==> src/rtl/ir_error_gen.sv <==
// ir_error_gen: IR line-sensor sweep sequencer and weighted position-error generator.
//
// A sweep powers the IR emitter, waits SETTLE_CYC cycles, then converts
// channels 0..7 in order. Each reading is weighted (ch0 -1, ch1 +1, ch2 -2,
// ch3 +2, ch4 -4, ch5 +4, ch6 -8, ch7 +8) and summed. The sum is saturated
// to 16-bit signed and published with a one-cycle err_vld pulse.
//
// Ports
//   clk       system clock, rising edge
//   rst       asynchronous active-high reset
//   go        level enable; sweeps repeat back-to-back while high
//   a2d_req   one-cycle conversion request strobe (registered)
//   a2d_chnl  channel of the outstanding request
//   a2d_rdy   one-cycle conversion-complete strobe
//   a2d_res   12-bit unsigned reading, valid with a2d_rdy
//   IR_en     IR emitter enable, high during SETTLE/REQ/WAIT (registered)
//   error     signed saturated position error, held between pulses
//   err_vld   one-cycle pulse marking a new error value (registered)
//
// state  | meaning
// IDLE   | emitter off, waiting for go
// SETTLE | emitter on, settle down-counter running
// REQ    | single-cycle conversion request for channel idx
// WAIT   | waiting (no timeout) for a2d_rdy of channel idx
// DONE   | error/err_vld published, emitter off for this cycle
module ir_error_gen #(
   parameter int SETTLE_CYC = 16
) (
   input  logic        clk,
   input  logic        rst,
   input  logic        go,
   output logic        a2d_req,
   output logic [2:0]  a2d_chnl,
   input  logic        a2d_rdy,
   input  logic [11:0] a2d_res,
   output logic        IR_en,
   output logic [15:0] error,
   output logic        err_vld
);

   localparam int CW = (SETTLE_CYC > 1) ? $clog2(SETTLE_CYC) : 1;
   localparam logic [CW-1:0] CNT_LOAD = CW'(SETTLE_CYC - 1);

   typedef enum logic [2:0] {IDLE, SETTLE, REQ, WAIT, DONE} state_t;

   state_t state, state_nxt;

   logic [CW-1:0]      cnt;
   logic [2:0]         idx;
   logic signed [17:0] acc;

   logic [17:0]        mag;
   logic signed [17:0] term;
   logic signed [17:0] acc_sum;
   logic [15:0]        sat;
   logic               settle_entry;
   logic               take;

   // Weight magnitude is 1,2,4,8 = 1 << idx[2:1]; odd channels add, even subtract.
   always_comb begin
      mag     = {6'd0, a2d_res} << idx[2:1];
      term    = idx[0] ? signed'(mag) : -signed'(mag);
      acc_sum = acc + term;
      if (acc_sum > 18'sd32767)
         sat = 16'h7FFF;
      else if (acc_sum < -18'sd32768)
         sat = 16'h8000;
      else
         sat = acc_sum[15:0];
   end

   always_ff @(posedge clk or posedge rst) begin
      if (rst)
         state <= IDLE;
      else
         state <= state_nxt;
   end

   always_comb begin
      state_nxt = state;
      case (state)
         IDLE:    if (go) state_nxt = SETTLE;
         SETTLE:  if (cnt == '0) state_nxt = REQ;
         REQ:     state_nxt = WAIT;
         WAIT:    if (a2d_rdy) state_nxt = (idx == 3'd7) ? DONE : REQ;
         DONE:    state_nxt = go ? SETTLE : IDLE;
         default: state_nxt = IDLE;
      endcase
   end

   assign settle_entry = (state_nxt == SETTLE) && (state != SETTLE);
   // A ready strobe only counts in WAIT; in REQ or elsewhere it is dropped.
   assign take         = (state == WAIT) && a2d_rdy;

   always_ff @(posedge clk or posedge rst) begin
      if (rst) begin
         cnt     <= '0;
         idx     <= '0;
         acc     <= '0;
         error   <= '0;
         a2d_req <= 1'b0;
         IR_en   <= 1'b0;
         err_vld <= 1'b0;
      end else begin
         if (settle_entry)
            cnt <= CNT_LOAD;
         else if ((state == SETTLE) && (cnt != '0))
            cnt <= cnt - 1'b1;

         if (settle_entry)
            idx <= '0;
         else if (take && (idx != 3'd7))
            idx <= idx + 1'b1;

         if (settle_entry)
            acc <= '0;
         else if (take)
            acc <= acc_sum;

         // Capture the final sum directly so error is valid alongside err_vld.
         if (take && (idx == 3'd7))
            error <= sat;

         a2d_req <= (state_nxt == REQ);
         IR_en   <= (state_nxt == SETTLE) || (state_nxt == REQ) || (state_nxt == WAIT);
         err_vld <= (state_nxt == DONE);
      end
   end

   assign a2d_chnl = idx;

endmodule

==> config.mk <==
export PLATFORM = sky130hd
export DESIGN_NAME = ir_error_gen
export DESIGN_NICKNAME = d
export VERILOG_FILES = /design/src/rtl/ir_error_gen.sv
export SDC_FILE = /design/constraint.sdc
export NUM_CORES = 1
export LEC_CHECK = 0
export ABC_AREA = 1
export CAP_MARGIN = 0
export CORE_UTILIZATION = 52
export DETAILED_ROUTE_END_ITERATION = 8
export HOLD_SLACK_MARGIN = 0.08
export PLACE_DENSITY = 0.77
export REMOVE_ABC_BUFFERS = 1
export SETUP_SLACK_MARGIN = 0.5
export SLEW_MARGIN = 40
export SYNTH_ARGS = -nofsm -noshare
export SYNTH_HDL_FRONTEND = slang
export SYNTH_SLANG_ARGS = --single-unit
export TNS_END_PERCENT = 10
==> constraint.sdc <==
create_clock -name clk -period 3.16 [get_ports clk]
set_input_delay 0.632 -clock clk [delete_from_list [all_inputs] [get_ports clk]]
set_output_delay 0.632 -clock clk [all_outputs]
set_load 0.005 [all_outputs]
Word-level counts from Yosys, hierarchy flattened
Cells that the tools add are included.

storage, ports and cells
  logic and storage cells = 54
  register bits after elaboration = 47
  output and inout port bits = 22
  input port bits = 16

cells by class
  add/subtract/negate cells = 4
  shift-type cells = 1
  muxes and demuxes = 15
  equal/unequal tests = 11
  reductions and logical operators = 13
  $lt $le $gt $ge = 2

operators with widths
  kind                    count
  $mux W18                3
  $mux W16                2
  $add A18 B18 Y18        1
  $gt A18 B16 Y1 const B  1
  $lt A18 B16 Y1 const B  1
  $mux W3                 6
  $neg A18 Y18            1
  $shl A12 B2 Y18         1
  $pmux W3 S5             1
  $eq A3 B2 Y1 const B    4
  $eq A3 B3 Y1 const B    3
  $mux W4                 2
  $eq A3 B1 Y1 const B    2
  $reduce_bool A2 Y1      3
  $logic_and A1 B1 Y1     5
  $logic_not A4 Y1        1
  $reduce_bool A4 Y1      1
  $sub A4 B1 Y4 const B   1
  $add A3 B1 Y3 const B   1
  $logic_not A3 Y1        1
  $ne A3 B1 Y1 const B    1
  $ne A3 B3 Y1 const B    1
  $logic_or A1 B1 Y1      2
  $mux W1                 1

Logic depth before layout (Yosys ltp)
Gate-level depths: netlist (run 1).

  depth in word-level cells = 7
  mapped depth = 25
  mapped depth without buffers = 24

Worst setup path before layout (run 1)
Ideal clock, no wire load.

  kind = in2reg
  start point = in a2d_res[1]
  end point = reg error[10]
  path buffers = 1
  data required time = 3.040 ns
  stages on the path = 24
  library setup time = 0.120 ns
  arrival time = 3.191 ns
  setup slack = -0.151 ns
  path through = inv_1 > nand2_1 > nand2_1 > nand2_1 > nand2_1 > nand2_1 > inv_2 > nand4_1 > o31ai_1 > nand2_1 > xor2_1 > inv_1 > ha_1 > nand2_1 > o21a_1 > o21ai_0 > inv_1 > nand2_1 > inv_1 > nand2_2 > nand3_2 > nand2_2 > buf_6 > a21oi_2

on the way
  cells in the longest elaborated chain, start to end = 7
  elaborated cells on any way between the ends = 8
  classes of those cells = add/sub (2); order compare (2); shift (1); mux (3)

ends and longest elaborated chain
  item                    RTL line  text
  start: declaration      35        input logic [11:0] a2d_res,
  $shl A12 B2 Y18 (*)     61        mag = {6'd0, a2d_res} << idx[2:1];
  $neg A18 Y18            62        term = idx[0] ? signed'(mag) : -signed'(mag);
  $mux W18 (*)            62
  $add A18 B18 Y18 (*)    63        acc_sum = acc + term;
  $lt A18 B16 Y1          66        else if (acc_sum < -18'sd32768)
  $mux W16                66
  $mux W16 (*)            64        if (acc_sum > 18'sd32767)
  end signal: assignment  122       error <= sat;
  end: declaration        37        output logic [15:0] error,

Mark *: on every way between the ends. The rest lies on a longest branch, timed or not.
A chain may end at the register's enable or synchronous reset.

Final worst setup path (run 1)
  start point = reg idx[1], in the netlist a2d_chnl[1]
  end point = reg error[11]

on the way
  cells in the longest elaborated chain, start to end = 7
  elaborated cells on any way between the ends = 10
  classes of those cells = add/sub (2); order compare (2); eq/ne (1); shift (1); mux (3); reduce/logical (1)

ends and longest elaborated chain
  item                      RTL line  text
  start: declaration        49        logic [2:0] idx;
  start signal: assignment  113       idx <= idx + 1'b1;
  $shl A12 B2 Y18           61
  $neg A18 Y18              62
  $mux W18                  62
  $add A18 B18 Y18          63
  $lt A18 B16 Y1            66
  $mux W16                  66
  $mux W16                  64

Several ways; a longest one is shown, not always the timed one.

==> impl_metrics.tcl, run 1 <==
set metrics [dict create \
    result_of_the_run "finished, violations left" \
    violations "design-rule violations, negative setup slack" \
    post_drt_via_cell_ratio 5.632 \
    finalSetupViolCount 22 \
    numClockSinks 47 \
    grt_max_degree 48 \
    grt_antenna_before_repair 0 \
    synth.cell_area_sq_um 3483 \
    initial_util 0.5424 \
    layout-drive-gt1-share 0.4091 \
    relSlewSlack 0.6016 \
    synth-xor-area-share 0.06789 \
    setup.worst_path.class "register to register" \
    worst_slew_pin_slew_ps 597.0 \
    boundaryPins 38 \
    final.setup.tns_ps -7014 \
    post_synth.cell_area_avg_sq_um 7.491 \
    synth_fa_ha_area_frac 0.08118 \
    max-vdd-ir-drop_mv 0.5490 \
    ctsRootBufferMaster "sky130_fd_sc_hd__clkbuf_8" \
    first_global_vias 3795 \
    maxCapViolations 0 \
    most_used_cells_in_the_layout_excluding_fill_and_tap_cells "sky130_fd_sc_hd__buf_4, sky130_fd_sc_hd__nand2_1, sky130_fd_sc_hd__dfrtp_1" \
    worst-endpoint-arrival_ps 3760 \
    groute.usage.overall 0.3032 \
    endpoint_kind "register" \
    design.die.area_sq_um 7030 \
    synth-edff-count 0 \
    placeable_core_area_sq_um 6422 \
    powerDensity_nw_per_um2 1172 \
    finish.net_count 653 \
    globalRouteOverflowTotal 0 \
    layout-area-overhead-vs-synth_pct 54.27 \
    synth_cell_types 35 \
    final_core_utilization 0.8367 \
    tritoncts_clock_tree "built" \
    yosys_most_used_dff "sky130_fd_sc_hd__dfrtp_1" \
    timing.final.crit_share 1.130 \
    remaining_drc_errors 8 \
    synth_compound_gate_area_share 0.1476 \
    fin_crit_ps 3570 \
    floorplan.rows 29 \
    ys_async_sr_fraction 1.000 \
    ant_nets 0 \
    htree_levels 2 \
    timing.final.hold_violations 0 \
    gp_congestion 0.9105 \
    synth.mux.area_fraction 0 \
    drt-initial-drc-count 338 \
    detail_route.wl_per_cell_um 16.79 \
    chipHeight_um 83.85 \
    worstHoldPathType "register to register" \
    worst_clock_skew_ps 15.22 \
    final_cells 693 \
    cell_count_after_synthesis 465 \
    seq_area_frac_synth 0.3376 \
    place.detailed.hpwl_mm 7.052 \
    wl_mm 11.64 \
    ctsHoldBuffers 0 \
    max_frequency_mhz 280.1 \
    port_buffers 37 \
    post-place-cells 658 \
    cp_max_fo 7 \
    detailedRoute.firstPassIterationCount 9 \
    setup.worst_path.start_class "register" \
    ys.warnings.count 0 \
    die_w_um 83.85 \
    routed-via-count 3903 \
    ff2ff_setup_slack_ps -410 \
    worst-endpoint-required_ps 3350 \
    clk_pin_slew_worst_setup_hold_paths_ps 90 \
    postSynthRegisterBits 47 \
    num_cts_buffers 5 \
    leakage_power_total_nw 2.677 \
    global_route_wire_length_before_repair_mm 16.91 \
    final-max-slew-violation-count 0 \
    rsz0062_at_grt "yes" \
    clkLatencyLatePin_ps 310 \
    main_combinational_cell_family_by_area_after_synthesis "simple AND/OR/NAND/NOR gates" \
    final.setup.worst_slack_ps -410.2 \
    leading_cell_type_in_the_layout_fill_and_taps_excluded "sky130_fd_sc_hd__buf_4" \
    antenna_cells 0 \
    synth_simple_gate_area_frac 0.2859 \
    cts_max_path_buffers 2 \
]
-- cells in the mapped netlist (2+ instances only) --
cell | instances | share of area
sky130_fd_sc_hd__nor2_1 | 37 | 0.040
sky130_fd_sc_hd__o21a_1 | 4 | 0.0086
sky130_fd_sc_hd__nand3_2 | 7 | 0.020
sky130_fd_sc_hd__nand4_1 | 5 | 0.0090
sky130_fd_sc_hd__nand2_1 | 119 | 0.13
sky130_fd_sc_hd__xnor2_1 | 9 | 0.023
sky130_fd_sc_hd__inv_1 | 47 | 0.051
sky130_fd_sc_hd__buf_2 | 3 | 0.0043
sky130_fd_sc_hd__a21oi_1 | 21 | 0.030
sky130_fd_sc_hd__o21ai_0 | 18 | 0.026
sky130_fd_sc_hd__inv_2 | 6 | 0.0065
sky130_fd_sc_hd__nor2_2 | 2 | 0.0036
sky130_fd_sc_hd__xor2_1 | 18 | 0.045
sky130_fd_sc_hd__dfrtp_1 | 47 | 0.34
sky130_fd_sc_hd__a21oi_2 | 11 | 0.028
sky130_fd_sc_hd__buf_6 | 3 | 0.0097
sky130_fd_sc_hd__a22o_1 | 13 | 0.033
sky130_fd_sc_hd__clkbuf_1 | 5 | 0.0054
sky130_fd_sc_hd__nand2_2 | 12 | 0.022
sky130_fd_sc_hd__ha_1 | 21 | 0.075
sky130_fd_sc_hd__a31oi_1 | 3 | 0.0054
sky130_fd_sc_hd__nand3_1 | 37 | 0.053
sky130_fd_sc_hd__a21o_1 | 3 | 0.0065
sky130_fd_sc_hd__nor3_1 | 3 | 0.0043
-- cell families after synthesis --
kind of cell	Yosys count
xor gates and xnor gates	27
and+or+nand+nor	225
DFF	47
AOI/OAI and AO/OA	78
adders and majority gates	22
buffers and inverters	66
-- final cells by class --
| type | count | area [sq um] |
|---|---|---|
| multi-input combinational | 352 | 2489 |
| fill | 365 | 1049 |
| timing repair inverter | 1 | 7.507 |
| clock inverter | 2 | 16.27 |
| timing repair buffer | 154 | 1308 |
| sequential | 47 | 1177 |
| tap | 77 | 96.34 |
| inverter | 54 | 207.7 |
| clock buffer | 6 | 72.57 |
-- per-stage QoR --
step	power, mW	instance area, sq um	hold slack, ps	setup WS [ps]
after floorplan	3.030	3408	452.1	-348.1
after global placement	4.442	4571	465.5	-852.1
after detailed placement	4.583	4573	481.5	-928.8
after CTS	5.448	5084	501.0	-233.0
after global routing	6.651	5374	517.8	-601.7
final	6.300	5374	508.3	-410.2
-- worst max-delay path: stages (launching register included) --
cell and delay, ps:
sky130_fd_sc_hd__dfrtp_2 480, sky130_fd_sc_hd__buf_6 170, sky130_fd_sc_hd__nand2_2 90, sky130_fd_sc_hd__buf_4 120
sky130_fd_sc_hd__nand3_1 80, sky130_fd_sc_hd__nand2_2 110, sky130_fd_sc_hd__nand2_2 70, sky130_fd_sc_hd__buf_4 140
sky130_fd_sc_hd__inv_2 40, sky130_fd_sc_hd__nand2_1 60, sky130_fd_sc_hd__nor2_2 130, sky130_fd_sc_hd__nor2_1 80
sky130_fd_sc_hd__xnor2_2 280, sky130_fd_sc_hd__ha_4 270, sky130_fd_sc_hd__a21o_1 180, sky130_fd_sc_hd__a21oi_2 140
sky130_fd_sc_hd__nand2_2 90, sky130_fd_sc_hd__nand3_2 80, sky130_fd_sc_hd__nand2_1 80, sky130_fd_sc_hd__nand2_2 90
sky130_fd_sc_hd__nand2_2 70, sky130_fd_sc_hd__inv_2 70, sky130_fd_sc_hd__nand3_2 90, sky130_fd_sc_hd__nand2_4 130
sky130_fd_sc_hd__buf_6 110, sky130_fd_sc_hd__buf_12 120, sky130_fd_sc_hd__a21oi_4 50
-- registers in the layout, summed over array words and instances (netlist names) --
register and count:
a2d_req 1, error 16, a2d_chnl 3, err_vld 1, acc 18, IR_en 1, cnt 4, state 3
-- routing by layer --
metal  track usage  part of all wire  vias up
met5             0                 0        -
met4        0.1317             0.052        0
met3       0.04649             0.058       64
met2        0.5574              0.50      186
met1        0.3462              0.38     1834
li1              -                 -     1819
-- report_power, final --
part,leakage [nW],internal [mW],switching [mW]
registers,0.609,0.766,0.138
logic,2.03,2.27,2.74
clock network,0.0418,0.160,0.227
-- what timing repair did --
item,4_1_cts,5_1_grt
gates resized for setup,73,59
setup buffers,21,4
setup endpoints to repair,32,31
pin swaps,51,32
cloned,2,0
-- path summary, 6_finish.rpt --
kind,startpoint,endpoint,cells after the start
hold reg to reg,cnt[0]$_DFFE_PP0P_,cnt[0]$_DFFE_PP0P_,2
max in group asynchronous,rst,a2d_chnl[1]$_DFFE_PP0P_,2
hold / removal,cnt[0]$_DFFE_PP0P_,cnt[0]$_DFFE_PP0P_,2
min in group asynchronous,rst,acc[4]$_DFFE_PP0P_,2
setup / recovery,a2d_chnl[1]$_DFFE_PP0P_,error[11]$_DFFE_PP0P_,26
setup reg to reg,a2d_chnl[1]$_DFFE_PP0P_,error[11]$_DFFE_PP0P_,26
No activity file was read; power rests on OpenSTA's default activity.
==> run 2, diff against run 1 <==
--- a/config.mk
+++ b/config.mk
@@ -13,7 +13,7 @@
 export PLACE_DENSITY = 0.77
 export REMOVE_ABC_BUFFERS = 1
 export SETUP_SLACK_MARGIN = 0.5
-export SLEW_MARGIN = 40
+export SLEW_MARGIN = 20
 export SYNTH_ARGS = -nofsm -noshare
 export SYNTH_HDL_FRONTEND = slang
 export SYNTH_SLANG_ARGS = --single-unit
==> constraint.sdc (replaced) <==
create_clock -name clk -period 3 [get_ports clk]
set_input_delay 0.6 -clock clk [delete_from_list [all_inputs] [get_ports clk]]
set_output_delay 0.6 -clock clk [all_outputs]
set_load 0.02 [all_outputs]
==> run 2 against run 1 <==
The run still ends with design-rule violations, negative setup slack left. Final cell count down 1.6%. Flip-flop and latch count is the same. Clock-buffer cell count is 1 lower.
==> impl_metrics.tcl, run 2 (synthesis results as in run 1) <==
set metrics [dict create \
    result_of_the_run "finished, violations left" \
    grt.busiest_layer "met2" \
    worst_slew_pin_slew_ps 617.0 \
    largest_register "acc" \
    clk_pin_slew_worst_setup_hold_paths_ps 90 \
    relSlewSlack 0.5882 \
    timing.final.crit_share 1.167 \
    cellInternalPower_mw 3.256 \
    global_route.usage.met1 0.3424 \
    pre_cts_ws_ps -1001 \
    finish.net_count 642 \
    worst-endpoint-required_ps 3190 \
    tritoncts_clock_tree "built" \
    drt-initial-drc-count 178 \
    final_core_utilization 0.8101 \
    min_delay_path_depth 2 \
    detail_route.wl_per_cell_um 15.84 \
    leading_cell_type_in_the_layout_fill_and_taps_excluded "sky130_fd_sc_hd__buf_4" \
    ctsRootBufferMaster "sky130_fd_sc_hd__clkbuf_8" \
    initial_util 0.5424 \
    setup.worst_path.class "register to register" \
    number_of_flip_flops_under_the_largest_register_name 18 \
    cp_max_fo 5 \
    worst_path_dominant_cell_family "simple AND/OR/NAND/NOR gates" \
    grt_max_degree 26 \
    worst-endpoint-arrival_ps 3690 \
    pwr-share-seq 0.147 \
    rr_startpoint "a2d_chnl[1]$_DFFE_PP0P_" \
    num_cts_buffers 5 \
    floorplan.rows 29 \
    max_frequency_mhz 285.7 \
    grt_antenna_before_repair 0 \
    antenna_cells 0 \
    timing.critical_path.slowest_cell_delay_ps 480 \
    n_fill_cell 423 \
    powerDensity_nw_per_um2 1228 \
    ctsHoldBuffers 0 \
    global_route_wire_length_before_repair_mm 16.47 \
    max-vdd-ir-drop_mv 0.5721 \
    startpoint "a2d_chnl[1]$_DFFE_PP0P_" \
    layout-area-overhead-vs-synth_pct 49.35 \
    grtUsageMet2 0.5447 \
    remaining_drc_errors 9 \
    fin_crit_ps 3500 \
    violations "design-rule violations, negative setup slack" \
    detailedRoute.firstPassIterationCount 6 \
    globalRouteOverflowTotal 0 \
    switchingPower_mw 3.131 \
    worstHoldPathType "register to register" \
    clock_power_frac 0.062 \
    leakage_power_total_nw 2.633 \
    first_global_vias 3653 \
    groute.usage.overall 0.2915 \
    timing.critical_path.cells "clkinvlp_4, nand2_2, buf_4, nand3_1, nand2_2, nand2_1, buf_4, inv_2, nand2_1, nor2_2, nor2_1, xnor2_2, ha_1, a21o_1, a21oi_2, nand2_1, buf_4, nand2_1, nand2_2, a21oi_2, xor2_1, inv_1, nand2_2, a21oi_4" \
    total_power_mw 6.387 \
    place.detailed.hpwl_mm 7.006 \
    p_comb_frac 0.791 \
    finalSetupViolCount 26 \
    ant_nets 0 \
    port_buffers 37 \
    post_drt_via_cell_ratio 5.559 \
    worst_r2r_path_depth 24 \
    final-max-slew-violation-count 0 \
    most_used_cells_in_the_layout_excluding_fill_and_tap_cells "sky130_fd_sc_hd__buf_4, sky130_fd_sc_hd__nand2_1, sky130_fd_sc_hd__dfrtp_1" \
    clkLatencyLatePin_ps 310 \
    die_w_um 83.85 \
    p_sw_frac 0.4902 \
    final_cells 682 \
    critical_path_depth 24 \
    chipHeight_um 83.85 \
    post-place-cells 659 \
    design.die.area_sq_um 7030 \
    maxCapViolations 0 \
    ff2ff_setup_slack_ps -500 \
    gp_congestion 0.9019 \
    numClockSinks 47 \
    crit_slowest_cell "sky130_fd_sc_hd__dfrtp_2" \
    timing.final.hold_violations 0 \
    rsz0062_at_grt "yes" \
    cp.buffers_inverters 6 \
    hold_crit_start "cnt[0]$_DFFE_PP0P_" \
    routed-via-count 3791 \
    final.setup.worst_slack_ps -499.9 \
    wl_mm 10.81 \
    placeable_core_area_sq_um 6422 \
    htree_levels 2 \
    endpoint_kind "register" \
    layout-drive-gt1-share 0.3950 \
    worst_clock_skew_ps 8.601 \
    cts_max_path_buffers 2 \
    boundaryPins 38 \
    setup.worst_path.start_class "register" \
    largest_registers "acc (18), error (16), cnt (4)" \
    grt.met3_usage 0.03165 \
]
-- run 2: cell types whose count changed in the layout (fill, tap and decap cells not counted), moves of 3 or more --
cell / delta
sky130_fd_sc_hd__nand2_2: +10
sky130_fd_sc_hd__nand2_1: -8
sky130_fd_sc_hd__ha_1: +4
sky130_fd_sc_hd__buf_6: -3
sky130_fd_sc_hd__buf_4: -9
sky130_fd_sc_hd__nor2_1: +3
sky130_fd_sc_hd__nand3_4: -3
sky130_fd_sc_hd__ha_4: -5
sky130_fd_sc_hd__inv_1: +4
sky130_fd_sc_hd__nand3_2: +3
sky130_fd_sc_hd__inv_2: -3
-- run 2: what timing repair did --
action                     CTS  global route
pin swaps                   38            34
resized for setup           68            47
setup buffers                8             5
gates cloned                 2             0
setup endpoints to repair   32            32
-- run 2: final timing paths --
path	endpoint
worst min-delay path	cnt[0]$_DFFE_PP0P_
worst min register to register	cnt[0]$_DFFE_PP0P_
max in group asynchronous	a2d_chnl[1]$_DFFE_PP0P_
worst max-delay path	error[14]$_DFFE_PP0P_
min in group asynchronous	acc[5]$_DFFE_PP0P_
worst max register to register	error[14]$_DFFE_PP0P_
-- run 2: stage by stage --
stage	cell area, sq um	TNS, ps	hold slack [ps]
floorplan	3408	-10780	452.1
global placement	4591	-21420	464.9
detailed placement	4591	-23650	482.4
CTS	4950	-6356	502.2
global route	5202	-14840	538.4
finish	5202	-9485	508.9
-- run 2: cell type report --
class	count	area [sq um]	area share
Clock buffer	5	68.82	0.01323
Clock inverter	3	18.77	0.003608
Inverter	54	205.2	0.03944
Multi-Input combinational cell	352	2405	0.4622
Sequential cell	47	1177	0.2263
Tap cell	77	96.34	0.01852
Timing Repair Buffer	143	1224	0.2352
Timing Repair inverter	1	7.507	0.001443
-- run 2: power groups by stage --
stage	Combinational, mW	Sequential [mW]	Clock, mW
2_1_floorplan	2.27	0.982	0
3_3_place_gp	3.84	0.920	0
3_5_place_dp	3.96	0.927	0
4_1_cts	4.47	0.926	0.397
5_1_grt	5.46	0.958	0.417
6_report	5.05	0.940	0.396
-- run 2: worst reg2reg max path, delay by kind of cell, from the launching register on --
| kind | cells | cell delay (ps) |
|---|---|---|
| buf+inv | 6 | 680 |
| xor+xnor | 2 | 420 |
| fa+ha+maj | 1 | 290 |
| compound gates | 4 | 530 |
| flops | 1 | 480 |
| simple gates | 11 | 970 |
-- run 2: metal layers --
layer,share of wire,up-vias
li1,-,1800
met1,0.40,1835
met2,0.53,116
met3,0.038,40
met4,0.034,0
met5,0,-
